===== src/rtl/noc_pkg.sv =====
// -----------------------------------------------------------------------------
// noc_pkg
// Shared constants and helpers for the NoC input port and its FIFO.
//   STALL_CNT_W : width of the optional stall counter
//   dest_w()    : destination field width for a given crossbar port count
//   dest_msb()  : bit position of the destination field MSB in a flit header
// -----------------------------------------------------------------------------
package noc_pkg;

  localparam int STALL_CNT_W = 16;

  // A one-port crossbar still gets a 1-bit field so port widths never collapse.
  function automatic int dest_w(input int ports);
    return (ports > 1) ? $clog2(ports) : 1;
  endfunction

  // The destination field sits at the top of the flit.
  function automatic int dest_msb(input int width);
    return width - 1;
  endfunction

endpackage


===== src/rtl/noc_sync_fifo.sv =====
// -----------------------------------------------------------------------------
// noc_sync_fifo
// Single-clock FIFO with registered count and combinational head read.
// Ports:
//   clk, rst_n      : clock, asynchronous active-low reset
//   push, wdata     : write strobe and data (ignored while full)
//   pop             : read strobe (ignored while empty)
//   rdata           : current head entry (valid while !empty)
//   full, empty     : status decoded from the registered count
//   count           : entries in use, 0..DEPTH
// DEPTH must be a power of two (>= 2) so the pointers wrap naturally.
// -----------------------------------------------------------------------------
module noc_sync_fifo
  import noc_pkg::*;
#(
  parameter int WIDTH = 8,
  parameter int DEPTH = 4
) (
  input  logic                     clk,
  input  logic                     rst_n,
  input  logic                     push,
  input  logic [WIDTH-1:0]         wdata,
  input  logic                     pop,
  output logic [WIDTH-1:0]         rdata,
  output logic                     full,
  output logic                     empty,
  output logic [$clog2(DEPTH):0]   count
);

  localparam int PTR_W = $clog2(DEPTH);
  localparam logic [PTR_W:0] FULL_CNT = (PTR_W+1)'(DEPTH);

  logic [WIDTH-1:0] mem [DEPTH];
  logic [PTR_W-1:0] wr_ptr;
  logic [PTR_W-1:0] rd_ptr;
  logic             do_push;
  logic             do_pop;

  assign full    = (count == FULL_CNT);
  assign empty   = (count == '0);
  // A push at full is refused even if a pop frees a slot in the same cycle.
  assign do_push = push & ~full;
  assign do_pop  = pop & ~empty;
  assign rdata   = mem[rd_ptr];

  // Storage carries no reset; only pointers/count define what is valid.
  always_ff @(posedge clk) begin
    if (do_push) mem[wr_ptr] <= wdata;
  end

  always_ff @(posedge clk or negedge rst_n) begin
    if (!rst_n) begin
      wr_ptr <= '0;
      rd_ptr <= '0;
      count  <= '0;
    end else begin
      if (do_push) wr_ptr <= wr_ptr + 1'b1;
      if (do_pop)  rd_ptr <= rd_ptr + 1'b1;
      case ({do_push, do_pop})
        2'b10:   count <= count + 1'b1;
        2'b01:   count <= count - 1'b1;
        default: count <= count;
      endcase
    end
  end

endmodule


===== src/rtl/noc_input_port.sv =====
// -----------------------------------------------------------------------------
// noc_input_port
// Ingress stage for one crossbar input: FIFO -> staging register -> crossbar.
// Ports:
//   clk, rst_n        : clock, asynchronous active-low reset
//   in_valid_i/in_data_i/in_ready_o : upstream link, flit accepted when
//                       in_valid_i & in_ready_o at a rising edge
//   xb_data_o/xb_dest_o/xb_dest_en_o : request to the crossbar
//   xb_ack_i, xb_bp_i : grant and destination backpressure from the crossbar
//   drop_o            : one-cycle pulse when a flit with an illegal dest is
//                       discarded (only possible when PORTS is not 2**n)
//   occupancy_o       : FIFO entries in use (staging excluded)
//   stall_cnt_o       : saturating count of stalled request cycles
// Handshakes: upstream is valid/ready -- a flit moves only on a cycle where
// valid and ready are both high, and ready depends only on registered state.
// Downstream, xb_dest_en_o is the valid; data/dest stay frozen until a cycle
// with xb_ack_i high and xb_bp_i all zero, which is the transfer.
// Build option: define NOC_INPUT_STALL_CNT_EN to build the stall counter;
// otherwise stall_cnt_o is constant 0.
// -----------------------------------------------------------------------------
module noc_input_port
  import noc_pkg::*;
#(
  parameter int PORTS    = 2,
  parameter int WIDTH    = 8,
  parameter int BP_WIDTH = 1,
  parameter int DEPTH    = 4,
  localparam int DEST_W  = dest_w(PORTS)
) (
  input  logic                   clk,
  input  logic                   rst_n,
  input  logic                   in_valid_i,
  input  logic [WIDTH-1:0]       in_data_i,
  output logic                   in_ready_o,
  output logic [WIDTH-1:0]       xb_data_o,
  output logic [DEST_W-1:0]      xb_dest_o,
  output logic                   xb_dest_en_o,
  input  logic                   xb_ack_i,
  input  logic [BP_WIDTH-1:0]    xb_bp_i,
  output logic                   drop_o,
  output logic [$clog2(DEPTH):0] occupancy_o,
  output logic [STALL_CNT_W-1:0] stall_cnt_o
);

  localparam int DMSB = dest_msb(WIDTH);
  // PORTS fits in DEST_W+1 bits, so the legality compare needs one extra bit.
  localparam logic [DEST_W:0] PORTS_LIM = (DEST_W+1)'(PORTS);

  logic              fifo_full;
  logic              fifo_empty;
  logic [WIDTH-1:0]  head;
  logic [DEST_W-1:0] head_dest;
  logic              head_illegal;
  logic              push;
  logic              pop;
  logic              load;
  logic              transfer;

  logic              stg_valid;
  logic [WIDTH-1:0]  stg_data;
  logic [DEST_W-1:0] stg_dest;

  // rst_n is folded in so the link sees not-ready while reset is held,
  // even though the cleared count alone would read as "space available".
  assign in_ready_o   = rst_n & ~fifo_full;
  assign push         = in_valid_i & in_ready_o;

  assign head_dest    = head[DMSB -: DEST_W];
  assign head_illegal = ({1'b0, head_dest} >= PORTS_LIM);

  assign transfer     = stg_valid & xb_ack_i & ~(|xb_bp_i);
  // Pop whenever staging is free or being freed; an illegal head is popped
  // but not loaded, so staging keeps whatever it would otherwise have.
  assign pop          = ~fifo_empty & (~stg_valid | transfer);
  assign load         = pop & ~head_illegal;

  noc_sync_fifo #(
    .WIDTH (WIDTH),
    .DEPTH (DEPTH)
  ) u_fifo (
    .clk   (clk),
    .rst_n (rst_n),
    .push  (push),
    .wdata (in_data_i),
    .pop   (pop),
    .rdata (head),
    .full  (fifo_full),
    .empty (fifo_empty),
    .count (occupancy_o)
  );

  always_ff @(posedge clk or negedge rst_n) begin
    if (!rst_n) begin
      stg_valid <= 1'b0;
      stg_data  <= '0;
      stg_dest  <= '0;
      drop_o    <= 1'b0;
    end else begin
      if (load) begin
        stg_valid <= 1'b1;
        stg_data  <= head;
        stg_dest  <= head_dest;
      end else if (transfer) begin
        stg_valid <= 1'b0;
      end
      drop_o <= pop & head_illegal;
    end
  end

  assign xb_dest_en_o = stg_valid;
  assign xb_data_o    = stg_data;
  assign xb_dest_o    = stg_dest;

`ifdef NOC_INPUT_STALL_CNT_EN
  logic [STALL_CNT_W-1:0] stall_cnt;

  always_ff @(posedge clk or negedge rst_n) begin
    if (!rst_n) begin
      stall_cnt <= '0;
    end else if (stg_valid && !transfer && (stall_cnt != '1)) begin
      stall_cnt <= stall_cnt + 1'b1;
    end
  end

  assign stall_cnt_o = stall_cnt;
`else
  assign stall_cnt_o = '0;
`endif

endmodule


===== config.mk =====
export PLATFORM = sky130hd
export DESIGN_NAME = noc_input_port
export DESIGN_NICKNAME = d
export VERILOG_FILES = /design/src/rtl/noc_pkg.sv /design/src/rtl/noc_sync_fifo.sv /design/src/rtl/noc_input_port.sv
export SDC_FILE = /design/constraint.sdc
export NUM_CORES = 1
export LEC_CHECK = 0
export ABC_AREA = 1
export BUFFER_PORTS_ARGS = -buffer_cell sky130_fd_sc_hd__buf_4
export CAP_MARGIN = 40
export CORE_ASPECT_RATIO = 1.25
export CORE_MARGIN = 2
export CORE_UTILIZATION = 50
export CTS_CLUSTER_SIZE = 12
export DETAILED_ROUTE_END_ITERATION = 12
export PLACE_DENSITY = 0.73
export SLEW_MARGIN = 10
export SYNTH_ARGS = -nofsm -noshare
export SYNTH_HDL_FRONTEND = slang
export SYNTH_SLANG_ARGS = --single-unit

===== constraint.sdc =====
create_clock -name clk -period 2.3 [get_ports clk]
set_input_delay 0.115 -clock clk [delete_from_list [all_inputs] [get_ports clk]]
set_output_delay 0.115 -clock clk [all_outputs]
set_load 0.05 [all_outputs]

# Word level (Yosys, flattened, before mapping)
# Memories as Yosys holds them, arrays and structs flattened.
# Cells that the tools add are included.
# totals
regBits	17
ram_bits	32
in_bits	13
word_cells	34
mem_count	1
# classes
n_addsub	4
n_eq_ne	3
mux	5
n_bitwise	12
reduce_logical	3
# mem_list
memory	depth	word_bits	read_ports	rd_clocked_by_memory_dff	write_ports	line_no	source
u_fifo.mem	4	8	1	0	1	noc_sync_fifo.sv:33	logic [WIDTH-1:0] mem [DEPTH];
# op_table
operator	n
$and A1 B1 Y1	7
$pmux W3 S2	1
$add A2 B1 Y2 const B	2
$mux W1	4
$not A1 Y1	4
$reduce_bool A2 Y1	2
$add A3 B1 Y3 const B	1
$eq A3 B3 Y1 const B	1
$logic_not A3 Y1	1
$sub A3 B1 Y3 const B	1
$eq A2 B1 Y1 const B	1
$eq A2 B2 Y1 const B	1
$or A1 B1 Y1	1

# Longest topological paths before layout
# Gate-level depths: netlist of run 1.
# depth
ltp_word	7
ltp_mapped	11
depth_no_buf	11

# Cells and area by module
# A second synthesis of run 1 with hierarchy kept.
# unflattened
hier_cells	216
area_unflattened_um2	2264.7
# by_module_without_submodules
mod	instances	cells_per_inst	area_per_inst_um2
noc_sync_fifo	1	154	1741.7
noc_input_port	1	62	523.0

# Worst setup path before layout of run 1
# No wires, ideal clock.
# synth_path
kind	register to register
startpoint	reg u_fifo.count[1]
endpoint	reg u_fifo.count[2]
arrival_time_ns	2.013
required_ns	2.177
path_slack_ns	0.163
stages_incl_launch_ff	9
path_buffers	0
synth_period_minus_slack_ns	2.137
path_cell_list	dfrtp_1 inv_1 nand3_1 nand3_1 ha_1 fa_1 nand2_1 nand3_1 xor2_1
# synth_via
elab_chain_cells	7
elab_cells_between_ends	15
# synth_rtl
element	line_no	source
start, declared	noc_sync_fifo.sv:27	output logic [$clog2(DEPTH):0] count
start signal, assigned	noc_sync_fifo.sv:60	2'b10: count <= count + 1'b1;
start signal, assigned	noc_sync_fifo.sv:61	2'b01: count <= count - 1'b1;
start signal, assigned	noc_sync_fifo.sv:62	default: count <= count;
$eq A3 B3 Y1	noc_sync_fifo.sv:39	assign full = (count == FULL_CNT);
$not A1 Y1	noc_sync_fifo.sv:42, noc_input_port.sv:65	
$and A1 B1 Y1	noc_input_port.sv:65	assign in_ready_o = rst_n & ~fifo_full;
$and A1 B1 Y1	noc_input_port.sv:66	assign push = in_valid_i & in_ready_o;
$and A1 B1 Y1	noc_sync_fifo.sv:42	assign do_push = push & ~full;
$eq A2 B1 Y1 / $eq A2 B2 Y1 (equally long branches)	noc_sync_fifo.sv:59	case ({do_push, do_pop})
$pmux W3 S2 / $reduce_bool A2 Y1 (equally long branches)	-	
# Several ways; a longest one is shown, not always the timed one.
# A chain may end at the register's enable or synchronous reset.

# Worst setup path in the final report of run 1
# layout_path
startpoint	in rst_n
endpoint	reg u_fifo.count[2]
# layout_via
elab_chain_cells	5
elab_cells_between_ends	7
# layout_rtl
element	line_no	source
start, declared	noc_input_port.sv:31	input logic rst_n,
$and A1 B1 Y1 (*)	noc_input_port.sv:65	
$and A1 B1 Y1 (*)	noc_input_port.sv:66	
$and A1 B1 Y1 (*)	noc_sync_fifo.sv:42	
$eq A2 B1 Y1 / $eq A2 B2 Y1 (equally long branches)	noc_sync_fifo.sv:59	
$pmux W3 S2 / $reduce_bool A2 Y1 (equally long branches)	-	
# Every way passes the cells marked *; elsewhere a longest branch is shown, timed or not.

==> results of run 1 <==
[synth_stat cells (all sizes together)]
cell and count:
fa 1, buf 23, dfrtp 16, clkinv 1, conb 1, nand2 79, xor2 1, nand4 2
xnor2 2, inv 47, o21ai 2, nor2 4, nand3 20, ha 5, edfxtp 32, and2 1
[worst max path at each step]
stage / to / slack (ns) / cells past startpoint
CTS: u_fifo.count[2]$_DFFE_PN0P_ / 0.32 / 8
finish: u_fifo.count[2]$_DFFE_PN0P_ / 0.32 / 8
global route: u_fifo.count[2]$_DFFE_PN0P_ / 0.16 / 8
detailed placement: u_fifo.count[2]$_DFFE_PN0P_ / 0.35 / 8
floorplan: u_fifo.count[2]$_DFFE_PN0P_ / 0.16 / 8
global placement: u_fifo.count[2]$_DFFE_PN0P_ / 0.42 / 9
[through the flow]
step	hold WS (ns)	utilization
finish	0.0122	0.584
floorplan	-0.181	-
global route	0.00286	0.584
global placement	-0.00359	0.564
detailed placement	-0.00382	0.564
CTS	0.00952	0.584
[routing by layer]
layer,GRT usage,part of all wire,vias to the layer above
met1,0.185,0.42,714
met5,0,0,-
met3,0.0252,0.038,7
li1,-,-,749
met2,0.293,0.52,41
met4,0.0851,0.023,0
[state kept, by name (all words and copies together), names as in the netlist]
signal / count
u_fifo.rd_ptr: 2
u_fifo.wr_ptr: 2
u_fifo.count: 3
xb_data_o: 7
xb_dest_o: 1
u_fifo.mem: 32
xb_dest_en_o: 1
[final cells by class]
cell class              instances  area (um^2)  area share
flip-flops and latches         48         1360       0.527
multi-input cells             134          643       0.249
inverters                      48          186      0.0722
repair buffers                 32          243      0.0939
well taps                      58         72.6      0.0281
clock inverters                 1         5.00     0.00194
clock buffers                   6         72.6      0.0281
[where the power goes]
part	total, W	switching (W)	internal, W
registers	0.00133	0.000198	0.00113
logic	0.00156	0.00107	0.000490
clock network	0.000465	0.000258	0.000207
total	0.00335	0.00153	0.00183
[cells by family after synthesis]
family	synth area share
fa+ha+maj	0.0356
compound gates	0.00432
other cells	0.00162
simple gates	0.198
flops	0.587
xor+xnor	0.0113
buf+inv	0.162
[timing repair]
action,4_1_cts,5_1_grt
hold buffers,1,0
endpoints found under the setup margin,0,0
hold endpoints to repair,16,0
==> metrics.txt, run 1 <==
status finished, final reports clean; dpl cells around 320; crit path kind input pin to flop; clk root buf clkbuf_8; beginning of the critical path rst_n; clock sink count 48; Synth Instances between 200 and 250; Via Count between 1500 and 2000; WL final 3860 um; fraction of layout instances using a drive strength above 1 0.190; Max Freq 505 MHz; GRT Overall Usage 0.163; DP Worst Slack about 0.35 ns; Starting Density 0.524; static leakage between 1 and 1.5 nW; minimum clock period between 1.5 and 2 ns; Worst VDD drop roughly 500 uV; initial antenna violation count 0; Slew HR 0.525; crit end category flop; WL per Instance between 10 and 15 um; syn avg cell area about 10 um^2; Clk Latency, worst-skew pair approximately 0.3 ns; Layout Cells excl Fill approximately 330; Yosys top cell by area edfxtp_1; Hold Path Origin in_data_i[2]; slowest stage delay, CP about 0.54 ns; CTS H-Tree Depth 2; TritonCTS buffer count 5; post-detail-place hpwl approximately 2700 um; Post-DRT Antenna Nets 0; worst-path fanout max 20; number of synthesized register bits 48; I/O pin count between 40 and 50; Fillers between 300 and 400; quantity of gates resized following cts 0; Worst R2R End u_fifo.count[2]$_DFFE_PN0P_; final setup margin 0.320 ns; Synth cell types 23; Yosys top cell area share 0.414; Synth warnings 0; commonest cells after routing, fill and taps aside nand2_1 (69), inv_1 (45), edfxtp_1 (32); Starting DRT DRC Count slightly below 80; CTS tree done; Min-Delay Path Class input pin to flop; Clock Skew between 0.005 and 0.006 ns; Seq/Total Area, Yosys 0.587; CP Data Required Time about 2.5 ns; Max Slew Vio Count 0; area growth from synthesis to layout 11.4%; Chip Width 64.9 um; core footprint ~4400 um^2; hold path cells 1; max-cap violations 0; area post-placement 2500 um^2; FF-to-FF setup slack about 0.34 ns; Synth area leaders edfxtp_1 (41%), dfrtp_1 (17%), nand2_1 (11%); commonest non-fill, non-tap cell in the layout nand2_1; Netlist Area Pre-Place 2320 um^2; worst-path cell chain dlygate4sd3_1, buf_4, nand3_1, ha_1, fa_1, nand2_1, nand3_1, xor2_1; r2r worst-path depth 8; Hold Vio Cnt, Final 0; reg2reg start u_fifo.count[0]$_DFFE_PN0P_; vias in the first global route roughly 1400; first-pass GRT wire length between 6000 and 7000 um; final setup vio count 0; Setup TNS 0 ns; maximum root-to-sink buffer count 2; Placer Congestion around 0.76; Vias/cell around 4.6; Die Y between 80 and 90 um; RSZ-0062 raised after global routing false; Top delay family on crit path buffers and inverters; Final period util 0.861; buffer count from post-CTS setup fixing 0; Worst-Margin Slew 0.713 ns; Buffers on Ports 26; residual DRC count 0; Power Total 0.00335 W; nets about 290; clock slew at reported path FFs 0.08 ns; CP arrival ~2.2 ns; GRT Residual Overflow 0; drt pass-1 iters 4; largest net degree at the start of global routing 21; die area 5200 um^2; # rows 27; antenna cell count 0; PwrDens ~1300 nW/um^2; Finished Cell Area roughly 2600 um^2; Startpoint Class input pin; WP buf/inv 2; critical path's most frequent cell nand3_1; hold endpoint u_fifo.mem[1][2]$_DFFE_PP_; Slowest-stage cell, CP dlygate4sd3_1
(Power assumes the default switching activity.)
==> inputs of run 2 (changes only) <==
Settings changed: CORE_UTILIZATION 50 to 25, GPL_TIMING_DRIVEN set to 0, PLACE_DENSITY 0.73 to 0.4.
==> metrics.txt, run 2 (same netlist as run 1, synthesis figures left out) <==
status finished, final reports clean (unchanged); maximum root-to-sink buffer count 2 (unchanged); max reg flops 32 (unchanged); minimum clock period 2.02 ns (was 1.98 ns); Vias/cell 3.63 (was 4.62); quantity of gates resized following cts 0 (unchanged); vias in the first global route 1427 (was 1433); antenna cell count 0 (unchanged); Max Freq 496 MHz (was 505 MHz); Post-DRT Antenna Nets 0 (unchanged); Clk network pwr share 0.211 (was 0.139); hold endpoint u_fifo.mem[0][3]$_DFFE_PP_ (was u_fifo.mem[1][2]$_DFFE_PP_); slowest stage delay, CP 0.52 ns (was 0.54 ns); Buffers on Ports 26 (unchanged); internal power 0.00223 W (was 0.00183 W); area post-placement 2750 um^2 (was 2500 um^2); max-cap violations 0 (unchanged); Clock Skew 0.00818 ns (was 0.00582 ns); Hold Vio Cnt, Final 0 (unchanged); Finished Cell Area 2930 um^2 (was 2580 um^2); CTS H-Tree Depth 2 (unchanged); worst-path cell chain dlygate4sd3_1, buf_4, nand3_1, ha_1, fa_1, nand2_1, nand3_1, xor2_1 (unchanged); commonest cells after routing, fill and taps aside nand2_1 (69), buf_4 (48), inv_1 (45) (was nand2_1 (69), inv_1 (45), edfxtp_1 (32)); DP Worst Slack 0.270 ns (was 0.347 ns); residual DRC count 0 (unchanged); drt pass-1 iters 4 (unchanged); Slowest-stage cell, CP dlygate4sd3_1 (unchanged); post-detail-place hpwl 3310 um (was 2730 um); commonest non-fill, non-tap cell in the layout nand2_1 (unchanged); dpl cells 405 (was 319); crit path kind input pin to flop (unchanged); # rows 39 (was 27); largest net degree at the start of global routing 21 (unchanged); gr busiest metal met2 (unchanged); critical path's most frequent cell nand3_1 (unchanged); Slew HR 0.411 (was 0.525); switch share 0.423 (was 0.455); Worst R2R End u_fifo.count[2]$_DFFE_PN0P_ (unchanged); CTS tree done (unchanged); Net Sw Power 0.00163 W (was 0.00153 W); initial antenna violation count 0 (unchanged); Worst-Margin Slew 0.880 ns (was 0.713 ns); largest register by flop count u_fifo.mem (unchanged); Worst VDD drop 323 uV (was 487 uV); Startpoint Class input pin (unchanged); buffer count from post-CTS setup fixing 0 (unchanged); Placer Congestion 0.655 (was 0.760); GRT Residual Overflow 0 (unchanged); final setup vio count 0 (unchanged); Comb power frac 0.464 (was 0.465); clock slew at reported path FFs 0.07 ns (was 0.08 ns); GRT Overall Usage 0.0961 (was 0.163); GR Util met3 0.0277 (was 0.0252); worst-path fanout max 20 (unchanged); Starting Density 0.256 (was 0.524); Hold Path Origin in_data_i[3] (was in_data_i[2]); Layout Cells excl Fill 414 (was 327); Setup TNS 0 ns (unchanged); FF-to-FF setup slack 0.31 ns (was 0.34 ns); Starting DRT DRC Count 47 (was 79); nets 309 (was 288); reg2reg start u_fifo.count[0]$_DFFE_PN0P_ (unchanged); TritonCTS buffer count 5 (unchanged); core footprint 9080 um^2 (was 4430 um^2); I/O pin count 44 (unchanged); area growth from synthesis to layout 26.1% (was 11.4%); clock sink count 48 (unchanged); static leakage 1.45 nW (was 1.30 nW); Min-Delay Path Class input pin to flop (unchanged); met1 Use GR 0.107 (was 0.185); Via Count 1504 (was 1511); Chip Width 90.2 um (was 64.9 um); Clk Latency, worst-skew pair 0.29 ns (was 0.30 ns); register share of total power 0.325 (was 0.396); Die Y 112 um (was 80.2 um); fraction of layout instances using a drive strength above 1 0.251 (was 0.190); PwrDens 1320 nW/um^2 (was 1300 nW/um^2); Max Slew Vio Count 0 (unchanged); GR Util met2 0.170 (was 0.293); CP arrival 2.19 ns (was 2.17 ns); r2r worst-path depth 8 (unchanged); final setup margin 0.284 ns (was 0.320 ns); Hold Slack 0.0250 ns (was 0.0122 ns); die area 10100 um^2 (was 5200 um^2); clk root buf clkbuf_16 (was clkbuf_8); CP Data Required Time 2.47 ns (was 2.49 ns); RSZ-0062 raised after global routing false (unchanged); WL final 4570 um (was 3860 um); Final period util 0.876 (was 0.861); first-pass GRT wire length 7400 um (was 6330 um); WL per Instance 11.0 um (was 11.8 um); crit end category flop (unchanged); hold path cells 1 (unchanged)
==> run 2: cell count changes in the layout (fill, tap and decap cells not counted), sizes merged <==
cell / delta
buf: +21
bufinv: +1
==> run 2: per-layer routing <==
layer	up-vias	routed length, um
li1	790	-
met4	0	94
met1	665	1950
met2	43	2290
met5	-	0
met3	6	233
==> run 2: worst max path at each step <==
stage                                startpoint                     endpoint  cells past startpoint
floorplan           u_fifo.count[1]$_DFFE_PN0P_  u_fifo.count[2]$_DFFE_PN0P_                      8
global placement    u_fifo.count[0]$_DFFE_PN0P_   u_fifo.mem[2][2]$_DFFE_PP_                      4
detailed placement  u_fifo.count[1]$_DFFE_PN0P_   u_fifo.mem[1][1]$_DFFE_PP_                      4
CTS                                       rst_n   u_fifo.mem[1][6]$_DFFE_PP_                      4
global route                              rst_n  u_fifo.count[2]$_DFFE_PN0P_                      9
finish                                    rst_n  u_fifo.count[2]$_DFFE_PN0P_                      8
==> run 2: repair_timing <==
action | in CTS | in global routing
hold buffers | 1 | 0
hold endpoints to repair | 16 | 0
endpoints found under the setup margin | 0 | 0
==> run 2: critical path: cells and delay by family <==
family                   cells  cell delay [ns]
buffers and inverters        2             0.78
adder cells (fa/ha/maj)      2             0.70
AND/OR/NAND/NOR              3             0.43
XOR/XNOR                     1             0.15
==> run 2: layout make-up <==
type,count,area (um^2)
Fill cell,949,6150
Sequential cell,48,1360
Multi-Input combinational cell,134,643
Timing Repair Buffer,30,228
Buffer,23,189
Inverter,48,186
Tap cell,123,154
Clock buffer,6,129
Clock inverter,2,35.0
==> run 2: metrics by stage <==
| step | total power, W | utilization |
|---|---|---|
| after floorplan | 0.00258 | - |
| after global placement | 0.00307 | 0.301 |
| after detailed placement | 0.00309 | 0.303 |
| after CTS | 0.00392 | 0.322 |
| after global routing | 0.00413 | 0.322 |
| final | 0.00386 | 0.322 |
==> run 2: power by group through the flow <==
stage               clock network (W)  registers, W  logic (W)
floorplan                           0       0.00161   0.000971
global placement                    0       0.00127    0.00180
detailed placement                  0       0.00127    0.00182
CTS                          0.000832       0.00126    0.00182
global route                 0.000870       0.00128    0.00198
finish                       0.000815       0.00126    0.00179
